`src/rtl/perf_timer_pkg.sv`:
```
// Shared encodings for the multi-channel interval timer: read-field codes,
// channel state and status-word bit positions.
package perf_timer_pkg;

  localparam logic [2:0] FLD_BEGIN    = 3'd0;
  localparam logic [2:0] FLD_END      = 3'd1;
  localparam logic [2:0] FLD_ELAPSED  = 3'd2;
  localparam logic [2:0] FLD_ACCUM_LO = 3'd3;
  localparam logic [2:0] FLD_ACCUM_HI = 3'd4;
  localparam logic [2:0] FLD_COUNT    = 3'd5;
  localparam logic [2:0] FLD_STATUS   = 3'd6;
  localparam logic [2:0] FLD_TS       = 3'd7;

  typedef enum logic {
    IDLE = 1'b0,
    RUN  = 1'b1
  } chan_state_t;

  localparam int ST_RUN_BIT = 0;
  localparam int ST_ERR_BIT = 1;
  localparam int ST_OVF_BIT = 2;

endpackage

```
`src/rtl/perf_interval_chan.sv`:
```
// One interval-measurement channel: start/stop FSM, begin/end/elapsed capture,
// saturating accumulated total and interval count, sticky err/ovf flags.
module perf_interval_chan #(
  parameter int W  = 32,
  parameter int AW = 48,
  parameter int CW = 16
) (
  input  logic          clk,
  input  logic          rst,
  input  logic [W-1:0]  ts,
  input  logic          start,
  input  logic          stop,
  input  logic          clr,
  output logic [W-1:0]  begin_ts,
  output logic [W-1:0]  end_ts,
  output logic [W-1:0]  elapsed,
  output logic [AW-1:0] accum,
  output logic [CW-1:0] intervals,
  output logic          running,
  output logic          err,
  output logic          ovf
);
  import perf_timer_pkg::*;

  chan_state_t   state_reg;
  logic [W-1:0]  begin_reg;
  logic [W-1:0]  end_reg;
  logic [W-1:0]  elapsed_reg;
  logic [AW-1:0] accum_reg;
  logic [CW-1:0] intervals_reg;
  logic          err_reg;
  logic          ovf_reg;

  logic [W-1:0]  span;
  logic [AW:0]   accum_sum;
  logic          count_full;
  logic          long_hit;

  // Modular difference handles timestamp wrap inside the interval.
  assign span       = ts - begin_reg;
  assign accum_sum  = {1'b0, accum_reg} + {{(AW + 1 - W){1'b0}}, span};
  assign count_full = &intervals_reg;
  assign long_hit   = (state_reg == RUN) && (&span);

  always_ff @(posedge clk or posedge rst) begin
    if (rst) begin
      state_reg     <= IDLE;
      begin_reg     <= '0;
      end_reg       <= '0;
      elapsed_reg   <= '0;
      accum_reg     <= '0;
      intervals_reg <= '0;
      err_reg       <= 1'b0;
      ovf_reg       <= 1'b0;
    end else if (clr) begin
      state_reg     <= IDLE;
      begin_reg     <= '0;
      end_reg       <= '0;
      elapsed_reg   <= '0;
      accum_reg     <= '0;
      intervals_reg <= '0;
      err_reg       <= 1'b0;
      ovf_reg       <= 1'b0;
    end else begin
      if (long_hit) ovf_reg <= 1'b1;
      case (state_reg)
        IDLE: begin
          if (start) begin
            begin_reg <= ts;
            if (stop) begin
              // Zero-length interval: counted, nothing added to the total.
              end_reg     <= ts;
              elapsed_reg <= '0;
              if (count_full) ovf_reg <= 1'b1;
              else intervals_reg <= intervals_reg + 1'b1;
            end else begin
              state_reg <= RUN;
            end
          end else if (stop) begin
            err_reg <= 1'b1;
          end
        end
        RUN: begin
          if (stop) begin
            end_reg     <= ts;
            elapsed_reg <= span;
            if (accum_sum[AW]) begin
              accum_reg <= '1;
              ovf_reg   <= 1'b1;
            end else begin
              accum_reg <= accum_sum[AW-1:0];
            end
            if (count_full) ovf_reg <= 1'b1;
            else intervals_reg <= intervals_reg + 1'b1;
            // Lap: the closing edge also opens the next interval.
            if (start) begin_reg <= ts;
            else state_reg <= IDLE;
          end else if (start) begin
            err_reg <= 1'b1;
          end
        end
        default: state_reg <= IDLE;
      endcase
    end
  end

  assign begin_ts  = begin_reg;
  assign end_ts    = end_reg;
  assign elapsed   = elapsed_reg;
  assign accum     = accum_reg;
  assign intervals = intervals_reg;
  assign running   = (state_reg == RUN);
  assign err       = err_reg;
  assign ovf       = ovf_reg;

endmodule

```
`src/rtl/perf_interval_timer.sv`:
```
// Multi-channel interval timer: shared free-running timestamp, NCH channels
// and a registered select-read port for software/debug access.
module perf_interval_timer #(
  parameter int NCH = 4,
  parameter int W   = 32,
  parameter int AW  = 48,
  parameter int CW  = 16,
  localparam int SW = (NCH > 1) ? $clog2(NCH) : 1
) (
  input  logic           clk,
  input  logic           rst,
  input  logic           ts_en,
  input  logic [NCH-1:0] start,
  input  logic [NCH-1:0] stop,
  input  logic [NCH-1:0] clr,
  input  logic [SW-1:0]  rd_sel,
  input  logic [2:0]     rd_field,
  output logic [W-1:0]   rd_data,
  output logic [NCH-1:0] running,
  output logic [NCH-1:0] err,
  output logic [NCH-1:0] ovf
);
  import perf_timer_pkg::*;

  logic [W-1:0] ts_reg;
  logic [W-1:0] field_word [NCH];
  logic [W-1:0] rd_next;
  logic [W-1:0] rd_data_reg;

  always_ff @(posedge clk or posedge rst) begin
    if (rst) ts_reg <= '0;
    else if (ts_en) ts_reg <= ts_reg + 1'b1;
  end

  generate
    for (genvar gi = 0; gi < NCH; gi++) begin : g_chan
      logic [W-1:0]  begin_w;
      logic [W-1:0]  end_w;
      logic [W-1:0]  elapsed_w;
      logic [AW-1:0] accum_w;
      logic [CW-1:0] intervals_w;
      logic [W-1:0]  accum_hi_w;

      perf_interval_chan #(
        .W  (W),
        .AW (AW),
        .CW (CW)
      ) u_chan (
        .clk       (clk),
        .rst       (rst),
        .ts        (ts_reg),
        .start     (start[gi]),
        .stop      (stop[gi]),
        .clr       (clr[gi]),
        .begin_ts  (begin_w),
        .end_ts    (end_w),
        .elapsed   (elapsed_w),
        .accum     (accum_w),
        .intervals (intervals_w),
        .running   (running[gi]),
        .err       (err[gi]),
        .ovf       (ovf[gi])
      );

      if (AW > W) begin : g_hi
        assign accum_hi_w = W'(accum_w[AW-1:W]);
      end else begin : g_no_hi
        assign accum_hi_w = '0;
      end

      always_comb begin
        field_word[gi] = '0;
        case (rd_field)
          FLD_BEGIN:    field_word[gi] = begin_w;
          FLD_END:      field_word[gi] = end_w;
          FLD_ELAPSED:  field_word[gi] = elapsed_w;
          FLD_ACCUM_LO: field_word[gi] = accum_w[W-1:0];
          FLD_ACCUM_HI: field_word[gi] = accum_hi_w;
          FLD_COUNT:    field_word[gi] = W'(intervals_w);
          FLD_STATUS: begin
            field_word[gi][ST_RUN_BIT] = running[gi];
            field_word[gi][ST_ERR_BIT] = err[gi];
            field_word[gi][ST_OVF_BIT] = ovf[gi];
          end
          FLD_TS:       field_word[gi] = ts_reg;
          default:      field_word[gi] = '0;
        endcase
      end
    end
  endgenerate

  // Selects with no matching channel fall through to zero.
  always_comb begin
    rd_next = '0;
    for (int i = 0; i < NCH; i++) begin
      if (rd_sel == SW'(i)) rd_next = field_word[i];
    end
  end

  always_ff @(posedge clk or posedge rst) begin
    if (rst) rd_data_reg <= '0;
    else rd_data_reg <= rd_next;
  end

  assign rd_data = rd_data_reg;

endmodule

```
`config.mk`:
```
export PLATFORM = sky130hd
export DESIGN_NAME = perf_interval_timer
export DESIGN_NICKNAME = d
export VERILOG_FILES = /design/src/rtl/perf_timer_pkg.sv /design/src/rtl/perf_interval_chan.sv /design/src/rtl/perf_interval_timer.sv
export SDC_FILE = /design/constraint.sdc
export NUM_CORES = 2
export LEC_CHECK = 0
export BUFFER_PORTS_ARGS = -buffer_cell sky130_fd_sc_hd__buf_2
export CAP_MARGIN = 20
export CELL_PAD_IN_SITES_DETAIL_PLACEMENT = 1
export CELL_PAD_IN_SITES_GLOBAL_PLACEMENT = 2
export CORE_MARGIN = 2
export CORE_UTILIZATION = 44
export CTS_BUF_LIST = sky130_fd_sc_hd__clkbuf_16
export DETAILED_ROUTE_END_ITERATION = 6
export GPL_TIMING_DRIVEN = 0
export PLACE_DENSITY = 0.91
export SKIP_LAST_GASP = 1
export SLEW_MARGIN = 20
export SYNTH_ARGS = -nofsm -noshare
export SYNTH_HDL_FRONTEND = slang
export SYNTH_SLANG_ARGS = --single-unit
```
`constraint.sdc`:
```
create_clock -name clk -period 52.8 [get_ports clk]
set_input_delay 10.56 -clock clk [delete_from_list [all_inputs] [get_ports clk]]
set_output_delay 10.56 -clock clk [all_outputs]
set_load 0.02 [all_outputs]
```
==> results.json <==
{
  "cp_data_required_time_ns": 53.33,
  "syn_nets": 5827,
  "antenna_found_initial": 44,
  "cap_violations": 0,
  "reg2reg_depth": 23,
  "setup_tns_ns": 0,
  "die_w_um": 332.7,
  "design_area_um2": 52730,
  "drc": 8,
  "die_h_um": 332.7,
  "final_cell_mix": "dfrtp_1 (715), nand2_1 (617), nor2_1 (451), a21oi_1 (428), o21ai_0 (398)",
  "wl_per_cell_um": 33.77,
  "grt_pass1_wl_mm": 344.4,
  "intPower_mw": 1.454,
  "hold_viol": 0,
  "swShare_pct": 46.80,
  "worst_clock_skew_ns": 0.02646,
  "regToRegEndpoint": "g_chan[0].u_chan.accum[41]",
  "place_area_um2": 49910,
  "finalSetupViolCount": 0,
  "area_delta_synth_final_pct": 10.93,
  "power.density_nw_per_um2": 51.82,
  "p_sw_mw": 1.279,
  "start_util_pct": 44.41,
  "worst_slew_margin_rel_pct": 7.430,
  "insertion_delay_ns": 0.72,
  "clock_power_share_pct": 22.0,
  "reg2reg_slack_ns": 44.39,
  "cts_tree": "yes",
  "r2r-start": "ts_reg[0]",
  "crit_fanout": 10,
  "synthDistinctLibCells": 88,
  "via_per_inst": 6.736,
  "crit_path_end_kind": "flop",
  "dpl_worst_slack_ns": 36.91,
  "min_from": "g_chan[0].u_chan.begin_ts[21]",
  "ys_warn_count": 0,
  "synth_top_cell_by_area": "dfrtp_1",
  "cts_sinks": 716,
  "post_cts_buffers": 0,
  "hold_slack_ns": 0.4802,
  "critPathArrivalTime_ns": 16.50,
  "io_buffer_count": 59,
  "min_period_ns": 15.97,
  "syn_area_per_cell_um2": 8.578,
  "synth-seq-cells": 716,
  "largest_register_ffs": 192,
  "first_global_vias": 48010,
  "grt_max_degree": 101,
  "tightest_slew_ns": 1.389,
  "final_common_cell": "dfrtp_1",
  "hold_path.class": "reg -> reg",
  "dp_hpwl_mm": 182.9,
  "yosys.area.top_type_share_pct": 37.69,
  "synth_flop_cell": "dfrtp_1",
  "power.leakage_nw": 23.31,
  "gr-total-overflow": 0,
  "drt_iter0_markers": 5435,
  "syn_area_um2": 47540,
  "hold_buffers": 0,
  "maxSlewViolCount": 0,
  "ant_nets": 0,
  "cts_root_buf": "clkbuf_16",
  "setup_ws_ns": 36.83,
  "cts_buffer_depth": 3,
  "finalWirelength_mm": 243.3,
  "ir_worst_vdd_v": 0.00003078,
  "rsz0062_at_grt": "false",
  "synthTopCellsByArea": "dfrtp_1 (38%), ha_1 (6.8%), nand2_1 (4.9%), a21oi_1 (4.5%), o21ai_0 (4.2%)",
  "ios": 64,
  "dr.pass1.iters": 7,
  "hold_path_depth": 2,
  "combPwrFrac_pct": 54.5,
  "cts_max_level": 3,
  "final_core_util_pct": 49.26,
  "coreArea_um2": 107100,
  "cts_inserted_buffers": 87,
  "syn_inst": 5542,
  "seqPwrFrac_pct": 23.4,
  "violations": "design-rule violations",
  "track_usage_pct": 43.16,
  "cts_resized": 0,
  "start_kind": "input pin",
  "rows": 120,
  "num_vias": 48545,
  "path_class": "in -> reg",
  "ys_seq_area_share_pct": 37.69,
  "nets": 5991,
  "fin_crit_sh_pct": 30.24,
  "synth-edff-count": 0,
  "layout-drive-gt1-share_pct": 5.528,
  "fillCellCount": 12725,
  "fmax_mhz": 62.62,
  "async_flop_share_pct": 100.0,
  "min_to": "g_chan[0].u_chan.begin_ts[21]",
  "dieArea_um2": 110700,
  "cts.reportedPaths.clkPinSlew_ns": 0.06,
  "outcome": "finished, violations left",
  "gp_congestion": 1.090
}
[metal layers]
layer	vias to the layer above	part of all wire, %	GRT usage (%)	routed length [µm]
met5	-	0.069	0	169
met4	18	7.7	29.13	18830
met3	876	11	13.56	25820
met2	2697	43	64.10	103900
met1	24498	39	53.64	94650
li1	20456	-	-	-
[worst max-delay path, cell delays in order]
cell      delay (ns)
clkbuf_1        0.68
nor2_2          0.42
nand2_1         0.19
clkbuf_1        0.90
clkbuf_1        0.72
clkbuf_1        1.08
o21ai_0         0.66
o32ai_1         0.45
a21oi_1         0.28
a21oi_1         0.53
[worst max path at each step]
stage                startpoint                             to  slack, ns
detailed placement  rd_field[2]                     rd_data[0]      36.91
finish              rd_field[2]                     rd_data[0]      36.83
CTS                 rd_field[2]                     rd_data[0]      37.65
global placement            rst  g_chan[0].u_chan.begin_ts[26]      12.69
global route        rd_field[2]                     rd_data[8]      37.36
floorplan                   rst      g_chan[0].u_chan.accum[0]      22.16
[kinds of logic (layout without fill, tap and decap cells)]
group / Yosys count / in the layout / synth area share, %
AOI/OAI and AO/OA: 1795 / 1795 / 24.90
xor gates and xnor gates: 301 / 301 / 5.546
adders and majority gates: 265 / 265 / 7.101
buffers and inverters: 570 / 799 / 4.606
DFF: 716 / 716 / 37.69
muxes: 107 / 107 / 2.477
other: 0 / 33 / 0
and+or+nand+nor: 1788 / 1788 / 17.68
[Yosys cell counts (14+ instances only)]
library cell,instances
and3_1,91
a211oi_1,60
o21a_1,41
o211ai_1,31
a21oi_1,431
or3_1,22
o22ai_1,54
inv_1,222
a211o_1,17
xor2_1,139
clkbuf_1,295
o21ai_0,399
buf_1,36
o221ai_1,14
o21bai_1,31
a31oi_1,49
and4_1,34
nor2b_1,19
o21ai_1,26
xnor2_1,162
nand4_1,67
a22o_1,135
a21o_1,138
a21boi_0,17
nor3_1,100
ha_1,257
and2_1,35
dfrtp_1,716
a22oi_1,67
nand2b_1,184
nand3_1,108
mux2i_1,76
nor2_1,454
nand2_1,617
a311oi_1,97
mux2_2,25
a221oi_1,69
[power by group through the flow]
stage / Sequential (mW) / Combinational (mW) / Clock [mW]
after detailed placement: 0.645 / 1.45 / 0
after global routing: 0.638 / 1.62 / 0.620
after floorplan: 0.615 / 1.06 / 0
after CTS: 0.635 / 1.46 / 0.602
final: 0.640 / 1.49 / 0.602
after global placement: 0.646 / 1.42 / 0
[stage by stage]
step	std cells	total power [mW]
2_1_floorplan	5542	1.671
3_3_place_gp	7004	2.064
3_5_place_dp	7017	2.093
4_1_cts	7171	2.701
5_1_grt	7177	2.873
6_report	7207	2.733
[area by class of cell]
type                            instances  area (µm²)  share of cell area, %
Clock buffer                           91        2277                  4.318
Multi-Input combinational cell       4256       27460                  52.08
Antenna cell                           33       82.58                 0.1566
Tap cell                             1403        1755                  3.329
Sequential cell                       716       17920                  33.98
Buffer                                347        1381                  2.620
Clock inverter                         63       416.7                 0.7901
Inverter                              223       844.6                  1.602
Timing Repair Buffer                   75       595.6                  1.129
Power figures use the tool's default switching activity.
